<file path="config.mk">
export PLATFORM = sky130hd
export DESIGN_NAME = mem_sequencer
export DESIGN_NICKNAME = d
export VERILOG_FILES = /design/src/rtl/mem_sequencer.sv
export SDC_FILE = /design/constraint.sdc
export NUM_CORES = 1
export LEC_CHECK = 0
export CAP_MARGIN = 20
export CORE_ASPECT_RATIO = 1.2
export CORE_MARGIN = 5
export CORE_UTILIZATION = 40
export CTS_BUF_LIST = sky130_fd_sc_hd__clkbuf_16
export CTS_CLUSTER_SIZE = 12
export DETAILED_ROUTE_END_ITERATION = 16
export GPL_ROUTABILITY_DRIVEN = 1
export PLACE_DENSITY = 0.76
export SLEW_MARGIN = 5
export SYNTH_ARGS = -nofsm -noshare
export SYNTH_HDL_FRONTEND = slang
export SYNTH_SLANG_ARGS = --single-unit
</file>
<file path="constraint.sdc">
create_clock -name clk -period 11.9 [get_ports clk]
set_input_delay 2.38 -clock clk [delete_from_list [all_inputs] [get_ports clk]]
set_output_delay 2.38 -clock clk [all_outputs]
set_load 0.02 [all_outputs]
</file>
<file path="src/rtl/mem_sequencer.sv">
`default_nettype none
// ============================================================================
// Module   : mem_sequencer
// Purpose  : Multi-cycle sequencer for the shared instruction/data Memory of
//            the memory-memory core. Takes one command at a time (FETCH,
//            READ, WRITE, BRWRITE) and drives registered addresses, data and
//            strobes into Memory. It then captures the Memory outputs and
//            owns the PC.
// Ports    : clk, reset (async, active high)
//            req_valid/req_ready/req_cmd/req_addr1..3/req_data : command in
//            pc_load/pc_load_val                               : PC override
//            mem_* outputs                                     : to Memory
//            mem_iro/irt/out1..3                               : from Memory
//            ir0/ir1/opa/opb/opc/pc                            : captured state
//            rsp_valid/rsp_err                                 : completion
// Revision : 1.0  initial release
// ============================================================================
module mem_sequencer #(
  parameter int                    DATA_WIDTH = 16,
  parameter logic [DATA_WIDTH-1:0] PC_RESET   = '0,
  parameter int                    PC_STEP    = 4
) (
  input  logic                  clk,
  input  logic                  reset,
  input  logic                  req_valid,
  output logic                  req_ready,
  input  logic [1:0]            req_cmd,
  input  logic [DATA_WIDTH-1:0] req_addr1,
  input  logic [DATA_WIDTH-1:0] req_addr2,
  input  logic [DATA_WIDTH-1:0] req_addr3,
  input  logic [DATA_WIDTH-1:0] req_data,
  input  logic                  pc_load,
  input  logic [DATA_WIDTH-1:0] pc_load_val,
  output logic [DATA_WIDTH-1:0] mem_data,
  output logic [DATA_WIDTH-1:0] mem_sr1,
  output logic [DATA_WIDTH-1:0] mem_sr2,
  output logic [DATA_WIDTH-1:0] mem_sr3,
  output logic [DATA_WIDTH-1:0] mem_rd,
  output logic [DATA_WIDTH-1:0] mem_pc,
  output logic [DATA_WIDTH-1:0] mem_two,
  output logic                  mem_memwrite,
  output logic                  mem_writezero,
  input  logic [DATA_WIDTH-1:0] mem_iro,
  input  logic [DATA_WIDTH-1:0] mem_irt,
  input  logic [DATA_WIDTH-1:0] mem_out1,
  input  logic [DATA_WIDTH-1:0] mem_out2,
  input  logic [DATA_WIDTH-1:0] mem_out3,
  output logic [DATA_WIDTH-1:0] ir0,
  output logic [DATA_WIDTH-1:0] ir1,
  output logic [DATA_WIDTH-1:0] opa,
  output logic [DATA_WIDTH-1:0] opb,
  output logic [DATA_WIDTH-1:0] opc,
  output logic [DATA_WIDTH-1:0] pc,
  output logic                  rsp_valid,
  output logic                  rsp_err
);

  localparam logic [1:0] S_IDLE    = 2'd0;
  localparam logic [1:0] S_ISSUE   = 2'd1;
  localparam logic [1:0] S_CAPTURE = 2'd2;
  localparam logic [1:0] S_DONE    = 2'd3;

  localparam logic [1:0] CMD_FETCH   = 2'b00;
  localparam logic [1:0] CMD_READ    = 2'b01;
  localparam logic [1:0] CMD_WRITE   = 2'b10;
  localparam logic [1:0] CMD_BRWRITE = 2'b11;

  logic [1:0]            state_q, state_d;
  logic [1:0]            cmd_q;
  logic                  err_q;
  logic [DATA_WIDTH-1:0] pc_q;
  logic [DATA_WIDTH-1:0] data_q, sr1_q, sr2_q, sr3_q, rd_q, mpc_q, two_q;
  logic [DATA_WIDTH-1:0] ir0_q, ir1_q, opa_q, opb_q, opc_q;

  logic                  accept;
  logic                  misaligned;
  logic [DATA_WIDTH-1:0] fetch_pc;

  assign accept   = req_valid && (state_q == S_IDLE);
  // A PC load arriving with the fetch redirects that very fetch.
  assign fetch_pc = pc_load ? pc_load_val : pc_q;

  always_comb begin
    misaligned = 1'b0;
    case (req_cmd)
      CMD_FETCH:   misaligned = fetch_pc[0];
      CMD_READ:    misaligned = req_addr1[0] | req_addr2[0] | req_addr3[0];
      CMD_WRITE:   misaligned = req_addr1[0];
      CMD_BRWRITE: misaligned = req_addr1[0] | req_addr2[0];
      default:     misaligned = 1'b0;
    endcase
  end

  // State register
  always_ff @(posedge clk or posedge reset) begin
    if (reset) state_q <= S_IDLE;
    else       state_q <= state_d;
  end

  // Next-state logic
  always_comb begin
    state_d = state_q;
    case (state_q)
      S_IDLE:    if (accept) state_d = misaligned ? S_DONE : S_ISSUE;
      S_ISSUE:   state_d = cmd_q[1] ? S_DONE : S_CAPTURE;
      S_CAPTURE: state_d = S_DONE;
      S_DONE:    state_d = S_IDLE;
      default:   state_d = S_IDLE;
    endcase
  end

  // Output logic; strobes decode from the async-reset state so that reset
  // removes a write strobe without waiting for a clock edge.
  always_comb begin
    req_ready     = (state_q == S_IDLE);
    mem_memwrite  = (state_q == S_ISSUE) && cmd_q[1];
    mem_writezero = (state_q == S_ISSUE) && (cmd_q == CMD_BRWRITE);
    rsp_valid     = (state_q == S_DONE);
    rsp_err       = (state_q == S_DONE) && err_q;
  end

  // Datapath: command latch, Memory drive registers, capture registers, PC
  always_ff @(posedge clk or posedge reset) begin
    if (reset) begin
      cmd_q  <= CMD_FETCH;
      err_q  <= 1'b0;
      pc_q   <= PC_RESET;
      data_q <= '0; sr1_q <= '0; sr2_q <= '0; sr3_q <= '0;
      rd_q   <= '0; mpc_q <= '0; two_q <= '0;
      ir0_q  <= '0; ir1_q <= '0;
      opa_q  <= '0; opb_q <= '0; opc_q <= '0;
    end else begin
      if (accept) begin
        cmd_q <= req_cmd;
        err_q <= misaligned;
        // Misaligned commands leave every Memory input untouched.
        if (!misaligned) begin
          case (req_cmd)
            CMD_FETCH: begin
              mpc_q <= fetch_pc;
              two_q <= fetch_pc + DATA_WIDTH'(2);
            end
            CMD_READ: begin
              sr1_q <= req_addr1;
              sr2_q <= req_addr2;
              sr3_q <= req_addr3;
            end
            CMD_WRITE: begin
              rd_q   <= req_addr1;
              data_q <= req_data;
            end
            default: begin
              rd_q   <= req_addr1;
              data_q <= req_data;
              two_q  <= req_addr2;
            end
          endcase
        end
      end

      if (state_q == S_CAPTURE) begin
        if (cmd_q == CMD_FETCH) begin
          ir0_q <= mem_iro;
          ir1_q <= mem_irt;
        end else begin
          opa_q <= mem_out1;
          opb_q <= mem_out2;
          opc_q <= mem_out3;
        end
      end

      // External load takes priority over the fetch increment.
      if (pc_load)
        pc_q <= pc_load_val;
      else if ((state_q == S_CAPTURE) && (cmd_q == CMD_FETCH))
        pc_q <= pc_q + DATA_WIDTH'(PC_STEP);
    end
  end

  assign mem_data = data_q;
  assign mem_sr1  = sr1_q;
  assign mem_sr2  = sr2_q;
  assign mem_sr3  = sr3_q;
  assign mem_rd   = rd_q;
  assign mem_pc   = mpc_q;
  assign mem_two  = two_q;
  assign ir0      = ir0_q;
  assign ir1      = ir1_q;
  assign opa      = opa_q;
  assign opb      = opb_q;
  assign opc      = opc_q;
  assign pc       = pc_q;

endmodule
`default_nettype wire

</file>
==> flow_summary.toml <==
[placed_design]
place_congestion = 0.830
dp_hpwl_um = 21200
io_buffer_count = 378

[sta]
slew_headroom = 0.330
setup_viol = 0
timing.final.crit_period_ns = 5.37
final-hold-violation-count = 0
worst_slew_pin_slew_ns = 1.00
clock.fmax_mhz = 186
maxSlewViolCount = 0
finalClockSkew_ns = 0.00715
rsz0062_at_grt = "false"
setup_tns_ns = 0
whs_ns = 0.489
fin_crit_sh = 0.452

[clock_network]
cts-buffers-inserted = 24
cts_hold_buffers = 0
post_cts_buffers = 0
root_buffer = "clkbuf_16"
cts.repair.resized = 0
cts_buffer_depth = 3
cts_tree = "done"
cts.sinks = 213
clk_latency_ns = 0.50
path_clk_slew_ns = 0.06
htreeDepth = 1

[synth]
yosys_register_bits = 213
synth_top_cell_by_area = "dfrtp_1"
netlist_instances = 678
synthFlopType = "dfrtp_1"
ys_async_sr_fraction = 1.00
yosys_warnings = 0
syn-num-nets = 855
synth_area_leaders = "dfrtp_1 59%, mux2_2 21%, mux2i_1 2.2%"
yosysUniqueCellTypes = 53
synth_edf_count = 0
synth.top_cell.area_share = 0.586
synth-seq-area-share = 0.586
syn_area_per_cell_um2 = 13.4
synthesis.area_mm2 = 0.00909

[flow_run]
drv_cap = 0

[setup_path]
required_ns = 12.28
arrival_ns = 5.76
path_class = "in -> reg"
max_stage_delay_ns = 0.56
critical_path.startpoint_type = "primary input"
crit_path_top_delay_cell = "ha_1"
cp_max_fo = 36
cp-end-kind = "flop"
cp_common_cell = "inv_1"
path_buf_inv = 4
cp_top_family = "buffers and inverters"
path_cells = "clkdlybuf4s50_1 -> inv_1 -> ha_1 -> inv_1 -> or2_2 -> nand2_1 -> and4_2 -> buf_4 -> mux2_2"

[layout]
syn2layout_area_growth_pct = 52.4
final_common_cell = "clkdlybuf4s50_1"
multiInputGateArea_mm2 = 0.00356
layout_common_cells = "378 x clkdlybuf4s50_1, 213 x dfrtp_1, 167 x mux2_2"
layout.nets = 1234
register_area_mm2 = 0.00533
final.fill_count = 1772
drive_gt1_frac = 0.201

[floorplanning]
start_util = 0.405
die_width_um = 148
num_rows = 60
ios = 379
dieArea_mm2 = 0.0259
die_height_um = 175
core_mm2 = 0.0224

[detailed_routing]
drt_iter0_drc = 265
routedWlPerCell_um = 20.9
wirelength_um = 28300
drc = 0
dr.pass1.iters = 4
ant_nets = 0
vias = 6872
routed_via_density = 5.08

[grt]
overflow = 0
grt_pass1_wl_um = 43100
antenna_found_initial = 1
grt_pass1_vias = 7298
grt_max_degree = 147
grt_use_total = 0.211

[power]
p_per_area_mw_per_mm2 = 272
ir_drop_mv = 0.186
power.leakage_nw = 5.83

[min_path]
min_path_type = "reg -> reg"

[status]
status = "finished, final reports clean"
worst register-to-register path, cell delays in order (launching register included):
cell and delay [ns]:
dfrtp_1 0.41, inv_1 0.14, ha_1 0.23, nor3b_2 0.83, buf_4 0.53, or2_2 0.38
nand2_1 0.08, mux2i_1 0.16, nor2_1 0.05
worst paths after layout:
check                                       start  depth (start not counted)                       to  slack [ns]
setup reg to reg           state_q[0]$_DFFE_PP0P_                          8       pc[13]$_DFFE_PP0P_        8.99
max in group asynchronous                   reset                          4   mem_rd[12]$_DFFE_PP0P_        7.92
hold reg to reg            mem_sr3[4]$_DFFE_PP0P_                          1   mem_sr3[4]$_DFFE_PP0P_        0.49
hold / removal             mem_sr3[4]$_DFFE_PP0P_                          1   mem_sr3[4]$_DFFE_PP0P_        0.49
min in group asynchronous                   reset                          2       ir0[0]$_DFFE_PP0P_        2.23
setup / recovery                       req_cmd[1]                          9  mem_sr3[10]$_DFFE_PP0P_        6.53
layer usage:
metal / share of wire / global-route usage / routed length, µm / vias up
li1: - / - / - / 3161
met1: 0.38 / 0.253 / 10800 / 3424
met2: 0.51 / 0.369 / 14500 / 247
met3: 0.079 / 0.0578 / 2230 / 40
met4: 0.028 / 0.0653 / 782 / 0
met5: 0 / 0 / 0 / -
sequential cells by signal, summed over array words and instances (netlist names), 2 cells and up:
name,count
mem_rd,16
mem_sr1,16
mem_data,16
mem_sr2,16
opc,16
mem_pc,16
cmd_q,2
ir0,16
opb,16
opa,16
mem_sr3,16
ir1,16
state_q,2
mem_two,16
pc,16
cells in the mapped netlist (5+ instances only):
cell type and number:
a22oi_1 5, nand3_1 12, buf_6 5, dfrtp_1 213
buf_2 5, mux2_2 167, nand3b_1 6, a21oi_1 11
clkbuf_1 16, inv_1 13, nand4_1 9, o21ai_0 31
and2_1 5, mux2_1 6, nor2b_1 5, xnor2_1 13
nor2_1 22, ha_1 11, nand2_1 46, mux2i_1 20
power breakdown:
group	internal, W	total, W	switching (W)	leakage [nW]
Clock	0.000378	0.000669	0.000292	0.372
Combinational	0.000945	0.00183	0.000880	2.88
Sequential	0.00107	0.00128	0.000210	2.58
Total	0.00239	0.00378	0.00138	5.83
layout make-up:
| type | count | area share |
|---|---|---|
| antenna | 1 | 0.000181 |
| multi-input combinational | 420 | 0.257 |
| clock buffer | 25 | 0.0451 |
| timing repair buffer | 385 | 0.278 |
| tap | 279 | 0.0252 |
| clock inverter | 16 | 0.00551 |
| inverter | 13 | 0.00406 |
| sequential | 213 | 0.385 |
per-stage QoR:
stage | instance area [µm²] | setup WS, ns | total power [W] | util | cells
2_1_floorplan | 9090 | 3.70 | 0.00217 | - | 678
3_3_place_gp | 13100 | 6.08 | 0.00309 | 0.585 | 1309
3_5_place_dp | 13100 | 6.00 | 0.00313 | 0.585 | 1309
4_1_cts | 13800 | 6.54 | 0.00382 | 0.616 | 1350
5_1_grt | 13900 | 6.34 | 0.00398 | 0.618 | 1352
6_report | 13900 | 6.53 | 0.00378 | 0.618 | 1352
logic make-up after synthesis:
family | Yosys count | synth area share
AOI/OAI and AO/OA | 68 | 0.0472
xor gates and xnor gates | 17 | 0.0164
adders and majority gates | 11 | 0.0151
buffers and inverters | 45 | 0.0246
DFF | 213 | 0.586
muxes | 193 | 0.236
and+or+nand+nor | 131 | 0.0744
No activity file was read; power rests on OpenSTA's default activity.
